===== src/rtl/udp_rx_parser.sv =====
// udp_rx_parser: receive-side Ethernet/IPv4/UDP header parser.
// Consumes one frame byte per beat (FCS already stripped). It checks the
// Ethernet, IPv4 and UDP headers, forwards the payload of accepted datagrams
// as a byte stream and presents registered metadata for it. Frames that fail
// a check are consumed without output and flagged by a one-cycle drop pulse.
//
// Ports
//   i_clock, i_reset_n        clock, asynchronous active-low reset
//   i_rx_valid/data/last/user input byte stream (user = frame error on last)
//   o_rx_ready                input beat accepted when high with i_rx_valid
//   o_pl_valid/data/last/user payload byte stream (user = bad datagram)
//   i_pl_ready                downstream accepts the payload beat
//   o_src_ip, o_src_port      source address/port of the current datagram
//   o_dst_port, o_length      destination port, payload length (UDP len - 8)
//   o_drop                    one-cycle pulse per discarded frame
module udp_rx_parser #(
  parameter logic [31:0] LOCAL_IP = 32'hC0A80180,
  parameter logic [15:0] PORT_LO  = 16'd1234,
  parameter logic [15:0] PORT_HI  = 16'd1236
) (
  input  logic        i_clock,
  input  logic        i_reset_n,
  input  logic        i_rx_valid,
  input  logic [7:0]  i_rx_data,
  input  logic        i_rx_last,
  input  logic        i_rx_user,
  output logic        o_rx_ready,
  output logic        o_pl_valid,
  output logic [7:0]  o_pl_data,
  output logic        o_pl_last,
  output logic        o_pl_user,
  input  logic        i_pl_ready,
  output logic [31:0] o_src_ip,
  output logic [15:0] o_src_port,
  output logic [15:0] o_dst_port,
  output logic [15:0] o_length,
  output logic        o_drop
);

  localparam int unsigned IDX_W  = 6;
  localparam int unsigned LEN_W  = 16;
  localparam int unsigned BYTE_W = 8;

  localparam logic [IDX_W-1:0] IDX_HDR_END = IDX_W'(41);
  localparam logic [LEN_W-1:0] UDP_HDR_LEN = LEN_W'(8);
  localparam logic [LEN_W-1:0] UDP_MIN_LEN = LEN_W'(9);

  typedef enum logic [2:0] {
    S_HEADER  = 3'd0,
    S_PAYLOAD = 3'd1,
    S_PAD     = 3'd2,
    S_FLUSH   = 3'd3,
    S_DROP    = 3'd4
  } state_t;

  state_t              state_q,     state_d;
  logic [IDX_W-1:0]    idx_q,       idx_d;
  logic [LEN_W-1:0]    remaining_q, remaining_d;
  logic [LEN_W-1:0]    udp_len_q,   udp_len_d;
  logic [LEN_W-1:0]    length_q,    length_d;
  logic [31:0]         src_ip_q,    src_ip_d;
  logic [LEN_W-1:0]    src_port_q,  src_port_d;
  logic [LEN_W-1:0]    dst_port_q,  dst_port_d;
  logic [BYTE_W-1:0]   hold_q,      hold_d;
  logic                hold_user_q, hold_user_d;
  logic                drop_q,      drop_d;

  logic                hdr_ok_c;
  logic [LEN_W-1:0]    port_c;
  logic [LEN_W-1:0]    len_c;
  logic                rx_ready_c;
  logic                pl_valid_c;
  logic [BYTE_W-1:0]   pl_data_c;
  logic                pl_last_c;
  logic                pl_user_c;

  // Per-byte header check on the byte currently presented in HEADER.
  // Two-byte fields combine the already captured high byte with the live low byte.
  always_comb begin
    hdr_ok_c = 1'b1;
    port_c   = {dst_port_q[15:8], i_rx_data};
    len_c    = {udp_len_q[15:8], i_rx_data};
    case (idx_q)
      IDX_W'(12): hdr_ok_c = (i_rx_data == 8'h08);
      IDX_W'(13): hdr_ok_c = (i_rx_data == 8'h00);
      IDX_W'(14): hdr_ok_c = (i_rx_data == 8'h45);
      IDX_W'(20): hdr_ok_c = ((i_rx_data & 8'h3F) == 8'h00);
      IDX_W'(21): hdr_ok_c = (i_rx_data == 8'h00);
      IDX_W'(23): hdr_ok_c = (i_rx_data == 8'h11);
      IDX_W'(30): hdr_ok_c = (i_rx_data == LOCAL_IP[31:24]);
      IDX_W'(31): hdr_ok_c = (i_rx_data == LOCAL_IP[23:16]);
      IDX_W'(32): hdr_ok_c = (i_rx_data == LOCAL_IP[15:8]);
      IDX_W'(33): hdr_ok_c = (i_rx_data == LOCAL_IP[7:0]);
      IDX_W'(37): hdr_ok_c = (port_c >= PORT_LO) && (port_c <= PORT_HI);
      IDX_W'(39): hdr_ok_c = (len_c >= UDP_MIN_LEN);
      default:    hdr_ok_c = 1'b1;
    endcase
  end

  // Next-state, capture and stream outputs.
  always_comb begin
    state_d     = state_q;
    idx_d       = idx_q;
    remaining_d = remaining_q;
    udp_len_d   = udp_len_q;
    length_d    = length_q;
    src_ip_d    = src_ip_q;
    src_port_d  = src_port_q;
    dst_port_d  = dst_port_q;
    hold_d      = hold_q;
    hold_user_d = hold_user_q;
    drop_d      = 1'b0;
    rx_ready_c  = 1'b0;
    pl_valid_c  = 1'b0;
    pl_data_c   = '0;
    pl_last_c   = 1'b0;
    pl_user_c   = 1'b0;

    case (state_q)
      S_HEADER: begin
        rx_ready_c = 1'b1;
        if (i_rx_valid) begin
          case (idx_q)
            IDX_W'(26): src_ip_d[31:24]  = i_rx_data;
            IDX_W'(27): src_ip_d[23:16]  = i_rx_data;
            IDX_W'(28): src_ip_d[15:8]   = i_rx_data;
            IDX_W'(29): src_ip_d[7:0]    = i_rx_data;
            IDX_W'(34): src_port_d[15:8] = i_rx_data;
            IDX_W'(35): src_port_d[7:0]  = i_rx_data;
            IDX_W'(36): dst_port_d[15:8] = i_rx_data;
            IDX_W'(37): dst_port_d[7:0]  = i_rx_data;
            IDX_W'(38): udp_len_d[15:8]  = i_rx_data;
            IDX_W'(39): udp_len_d[7:0]   = i_rx_data;
            default: ;
          endcase
          // A frame ending inside the header is discarded right here.
          if (i_rx_last) begin
            drop_d = 1'b1;
            idx_d  = '0;
          end else if (!hdr_ok_c) begin
            state_d = S_DROP;
            idx_d   = '0;
          end else if (idx_q == IDX_HDR_END) begin
            state_d     = S_PAYLOAD;
            idx_d       = '0;
            remaining_d = udp_len_q - UDP_HDR_LEN;
            length_d    = udp_len_q - UDP_HDR_LEN;
          end else begin
            idx_d = idx_q + IDX_W'(1);
          end
        end
      end

      S_PAYLOAD: begin
        if (remaining_q > LEN_W'(1)) begin
          // Zero-latency pass-through; an early input last means truncation.
          pl_valid_c = i_rx_valid;
          pl_data_c  = i_rx_data;
          pl_last_c  = i_rx_last;
          pl_user_c  = i_rx_last;
          rx_ready_c = i_pl_ready;
          if (i_rx_valid && i_pl_ready) begin
            remaining_d = remaining_q - LEN_W'(1);
            if (i_rx_last) begin
              state_d = S_HEADER;
            end
          end
        end else begin
          // Final payload byte is held until the frame end reveals its error flag.
          rx_ready_c = 1'b1;
          if (i_rx_valid) begin
            hold_d      = i_rx_data;
            remaining_d = '0;
            if (i_rx_last) begin
              hold_user_d = i_rx_user;
              state_d     = S_FLUSH;
            end else begin
              state_d = S_PAD;
            end
          end
        end
      end

      S_PAD: begin
        rx_ready_c = 1'b1;
        if (i_rx_valid && i_rx_last) begin
          hold_user_d = i_rx_user;
          state_d     = S_FLUSH;
        end
      end

      S_FLUSH: begin
        pl_valid_c = 1'b1;
        pl_data_c  = hold_q;
        pl_last_c  = 1'b1;
        pl_user_c  = hold_user_q;
        if (i_pl_ready) begin
          state_d = S_HEADER;
          idx_d   = '0;
        end
      end

      S_DROP: begin
        rx_ready_c = 1'b1;
        if (i_rx_valid && i_rx_last) begin
          drop_d  = 1'b1;
          state_d = S_HEADER;
          idx_d   = '0;
        end
      end

      default: begin
        state_d = S_HEADER;
        idx_d   = '0;
      end
    endcase
  end

  // State and datapath registers.
  always_ff @(posedge i_clock or negedge i_reset_n) begin
    if (!i_reset_n) begin
      state_q     <= S_HEADER;
      idx_q       <= '0;
      remaining_q <= '0;
      udp_len_q   <= '0;
      length_q    <= '0;
      src_ip_q    <= '0;
      src_port_q  <= '0;
      dst_port_q  <= '0;
      hold_q      <= '0;
      hold_user_q <= 1'b0;
      drop_q      <= 1'b0;
    end else begin
      state_q     <= state_d;
      idx_q       <= idx_d;
      remaining_q <= remaining_d;
      udp_len_q   <= udp_len_d;
      length_q    <= length_d;
      src_ip_q    <= src_ip_d;
      src_port_q  <= src_port_d;
      dst_port_q  <= dst_port_d;
      hold_q      <= hold_d;
      hold_user_q <= hold_user_d;
      drop_q      <= drop_d;
    end
  end

  assign o_rx_ready = rx_ready_c;
  assign o_pl_valid = pl_valid_c;
  assign o_pl_data  = pl_data_c;
  assign o_pl_last  = pl_last_c;
  assign o_pl_user  = pl_user_c;
  assign o_src_ip   = src_ip_q;
  assign o_src_port = src_port_q;
  assign o_dst_port = dst_port_q;
  assign o_length   = length_q;
  assign o_drop     = drop_q;

endmodule


===== config.mk =====
export PLATFORM = sky130hd
export DESIGN_NAME = udp_rx_parser
export DESIGN_NICKNAME = d
export VERILOG_FILES = /design/src/rtl/udp_rx_parser.sv
export SDC_FILE = /design/constraint.sdc
export NUM_CORES = 1
export LEC_CHECK = 0
export CAP_MARGIN = 0
export CORE_UTILIZATION = 50
export CTS_CLUSTER_DIAMETER = 80
export DETAILED_ROUTE_END_ITERATION = 6
export DONT_BUFFER_PORTS = 1
export GPL_TIMING_DRIVEN = 0
export PLACE_DENSITY_LB_ADDON = 0.12
export SETUP_SLACK_MARGIN = 0.5
export SYNTH_ARGS = -nofsm -noshare
export SYNTH_HDL_FRONTEND = slang
export SYNTH_SLANG_ARGS = --single-unit
export TNS_END_PERCENT = 30

===== constraint.sdc =====
create_clock -name i_clock -period 3.3 [get_ports i_clock]
set_clock_uncertainty 0.2 [all_clocks]
set_input_delay 0.33 -clock i_clock [delete_from_list [all_inputs] [get_ports i_clock]]
set_output_delay 0.33 -clock i_clock [all_outputs]
set_load 0.05 [all_outputs]

==> flow_metrics.tcl <==
set metrics [dict create \
    status "finished with violations" \
    failed_checks "hold timing" \
    final_util_pct 61.3 \
    routed_wl_mm 17.8 \
    grt_pass1_vias 5206 \
    grt_pass1_wl_mm 27.9 \
    syn-cell-area_um2 6650 \
    start_util_pct 52.0 \
    max_slew_margin_pct 53.1 \
    layout_commonest_cell "dfrtp_1" \
    clkLatencyLatePin_ns 0.42 \
    drive_above_1_share_pct 27.8 \
    rsz0062_at_grt "true" \
    die_w_um 117 \
    dpl.hpwl_mm 12.0 \
    final_cell_mix "dfrtp_1, mux2_2, nand2_1" \
    synth-seq-cells 131 \
    cp_num_buf_inv 0 \
    holdWs_ns -0.603 \
    crit_type "reg -> out" \
    grt_max_degree 132 \
    max_freq_ghz 0.359 \
    slowest_delay_ns 0.57 \
    dp_slack_ns -0.114 \
    synth_area_per_cell_um2 10.4 \
    r2r_end "hold_q[3]" \
    antenna_found_initial 0 \
    rows 41 \
    reg2reg_depth 7 \
    yosysUniqueCellTypes 67 \
    async_flop_share_pct 100 \
    r2r_slack_ns 0.54 \
    grt_usage_pct 27.6 \
    dieHeight_um 117 \
    tns_ns 0 \
    htreeDepth 4 \
    dieArea_um2 13800 \
    hp-class "in -> async" \
    vdd_drop_max_mv 0.427 \
    port_buffers 0 \
    post-route-drc-count 0 \
    period_share_pct 84.5 \
    post_drt_wl_per_cell_um 21.0 \
    cts_tree "built" \
    grt_util_met2_pct 42.1 \
    yosysTopAreaCellShare_pct 49.3 \
    nFillCells 1046 \
    synth_area_leaders "dfrtp_1, mux2_2, a21oi_1, nand2_1, nor2_1" \
    synth-edff-count 0 \
    grtUsageMet3_pct 9.11 \
    critical_path.slowest_cell "or4_4" \
    path_max_fanout 5 \
    design_area_um2 7830 \
    met1_usage_pct 36.3 \
    ant_nets 0 \
    worst_slew_pin_slew_ns 0.703 \
    min_period_ns 2.79 \
    critPathTopFamily "simple AND/OR/NAND/NOR gates" \
    dp.cells 810 \
    synth_nets 659 \
    via_per_inst 6.14 \
    io_pins 107 \
    p_leak_nw 3.60 \
    core-area_um2 12800 \
    globalplace.congestion 0.891 \
    busiest_layer "met2" \
    clk_pin_slew_ns 0.06 \
    cts.sinks 131 \
    max_cap_violations 0 \
    crit_path_start_kind "flip-flop" \
    nNetsFinal 685 \
    root_buffer "clkbuf_16" \
    worstSetupEndpointType "primary output" \
    hold_buffers 2 \
    dr.pass1.iters 5 \
    stdcell_count 848 \
    power_density_nw_per_um2 680 \
    drt_iter0_drc 421 \
    finalSetupViolCount 0 \
    crit_required_ns 2.77 \
    synth-seq-area-share_pct 49.3 \
    ctsLongestPathBuffers 2 \
    vias 5208 \
    yosysWarnings 0 \
    hold_viol 131 \
    area_growth_pct 17.8 \
    worst_slack_ns 0.513 \
    place_area_um2 6870 \
    grt.overflow.total 0 \
    worstPathCellList "or4_4, nor3_4, a31oi_1, o21ai_0, nand2_1, o21ai_4" \
    post-layout-total-power_mw 5.32 \
    synth_top_cell_by_area "dfrtp_1" \
    arrival_ns 2.26 \
    cts-buffers-inserted 17 \
    insertedDiodeCount 0 \
    r2r-start "remaining_q[12]" \
    slew_violations 0 \
    syn_inst 638 \
    synthFlopType "dfrtp_1" \
]
kinds of logic (layout without fill, tap and decap cells):
logic type	after synthesis	count (layout)	synth area share [%]
and+or+nand+nor	210	210	16.8
DFF	131	131	49.3
AOI/OAI and AO/OA	127	127	12.0
muxes	90	90	15.2
buffers and inverters	60	98	3.69
xor gates and xnor gates	13	13	1.71
adders and majority gates	7	7	1.32
final cells by class:
cell class	count	area, um2	area share [%]
buffer	45	225	2.88
clock buffer	21	470	6.01
clock inverter	10	148	1.89
inverter	15	56.3	0.719
multi-input combinational	447	3380	43.1
sequential	131	3280	41.9
tap	172	215	2.75
timing repair buffer	7	57.6	0.735
Yosys cell counts (3+ instances only):
cell type,n
nor3_1,21
and2_1,5
nor3b_1,3
buf_2,7
nand3_1,27
mux2_2,88
nand2b_1,5
dfrtp_1,131
nor4_1,4
nand2_1,52
nand4b_1,4
o21ai_0,33
clkbuf_1,35
inv_1,15
o21a_1,3
nor2b_1,6
a31oi_1,7
a22o_1,7
or3_1,8
o32ai_1,4
nor2_1,47
xor2_1,5
o21ai_1,5
xnor2_1,8
a22oi_1,4
ha_1,7
nand4_1,3
a21oi_1,41
nor4b_1,4
o22ai_1,4
repair_timing:
item,4_1_cts,5_1_grt
buffers inserted,5,0
pin swaps,8,3
hold endpoints to repair,134,131
gates resized for setup,43,23
endpoints found under the setup margin,41,116
power breakdown:
part | leakage, nW | internal, mW | switching (mW)
clock network | 0.292 | 1.25 | 0.712
logic | 1.52 | 0.472 | 0.971
registers | 1.79 | 1.74 | 0.175
total | 3.60 | 3.47 | 1.86
flip-flops by register name (all words and copies together), names as in the netlist:
register / flops
idx_q: 6
hold_q: 8
o_dst_port: 16
o_length: 16
o_src_ip: 32
udp_len_q: 16
hold_user_q: 1
o_drop: 1
remaining_q: 16
o_src_port: 16
state_q: 3
metal layers:
metal,share of wire (%),vias to the layer above
li1,-,2349
met2,46,212
met1,44,2612
met5,0,-
met3,8.3,35
met4,2.2,0
worst max path at each step:
stage,start,end,slack [ns],cells past startpoint
final,remaining_q[12],o_rx_ready,0.51,6
after global routing,remaining_q[12],o_rx_ready,0.39,6
after CTS,remaining_q[12],o_rx_ready,0.46,6
after detailed placement,remaining_q[0],o_pl_data[5],-0.11,8
after global placement,remaining_q[0],o_pl_data[5],-0.13,8
after floorplan,remaining_q[0],o_pl_data[3],0.41,8
Note: power is estimated with default switching activity, not from simulation.
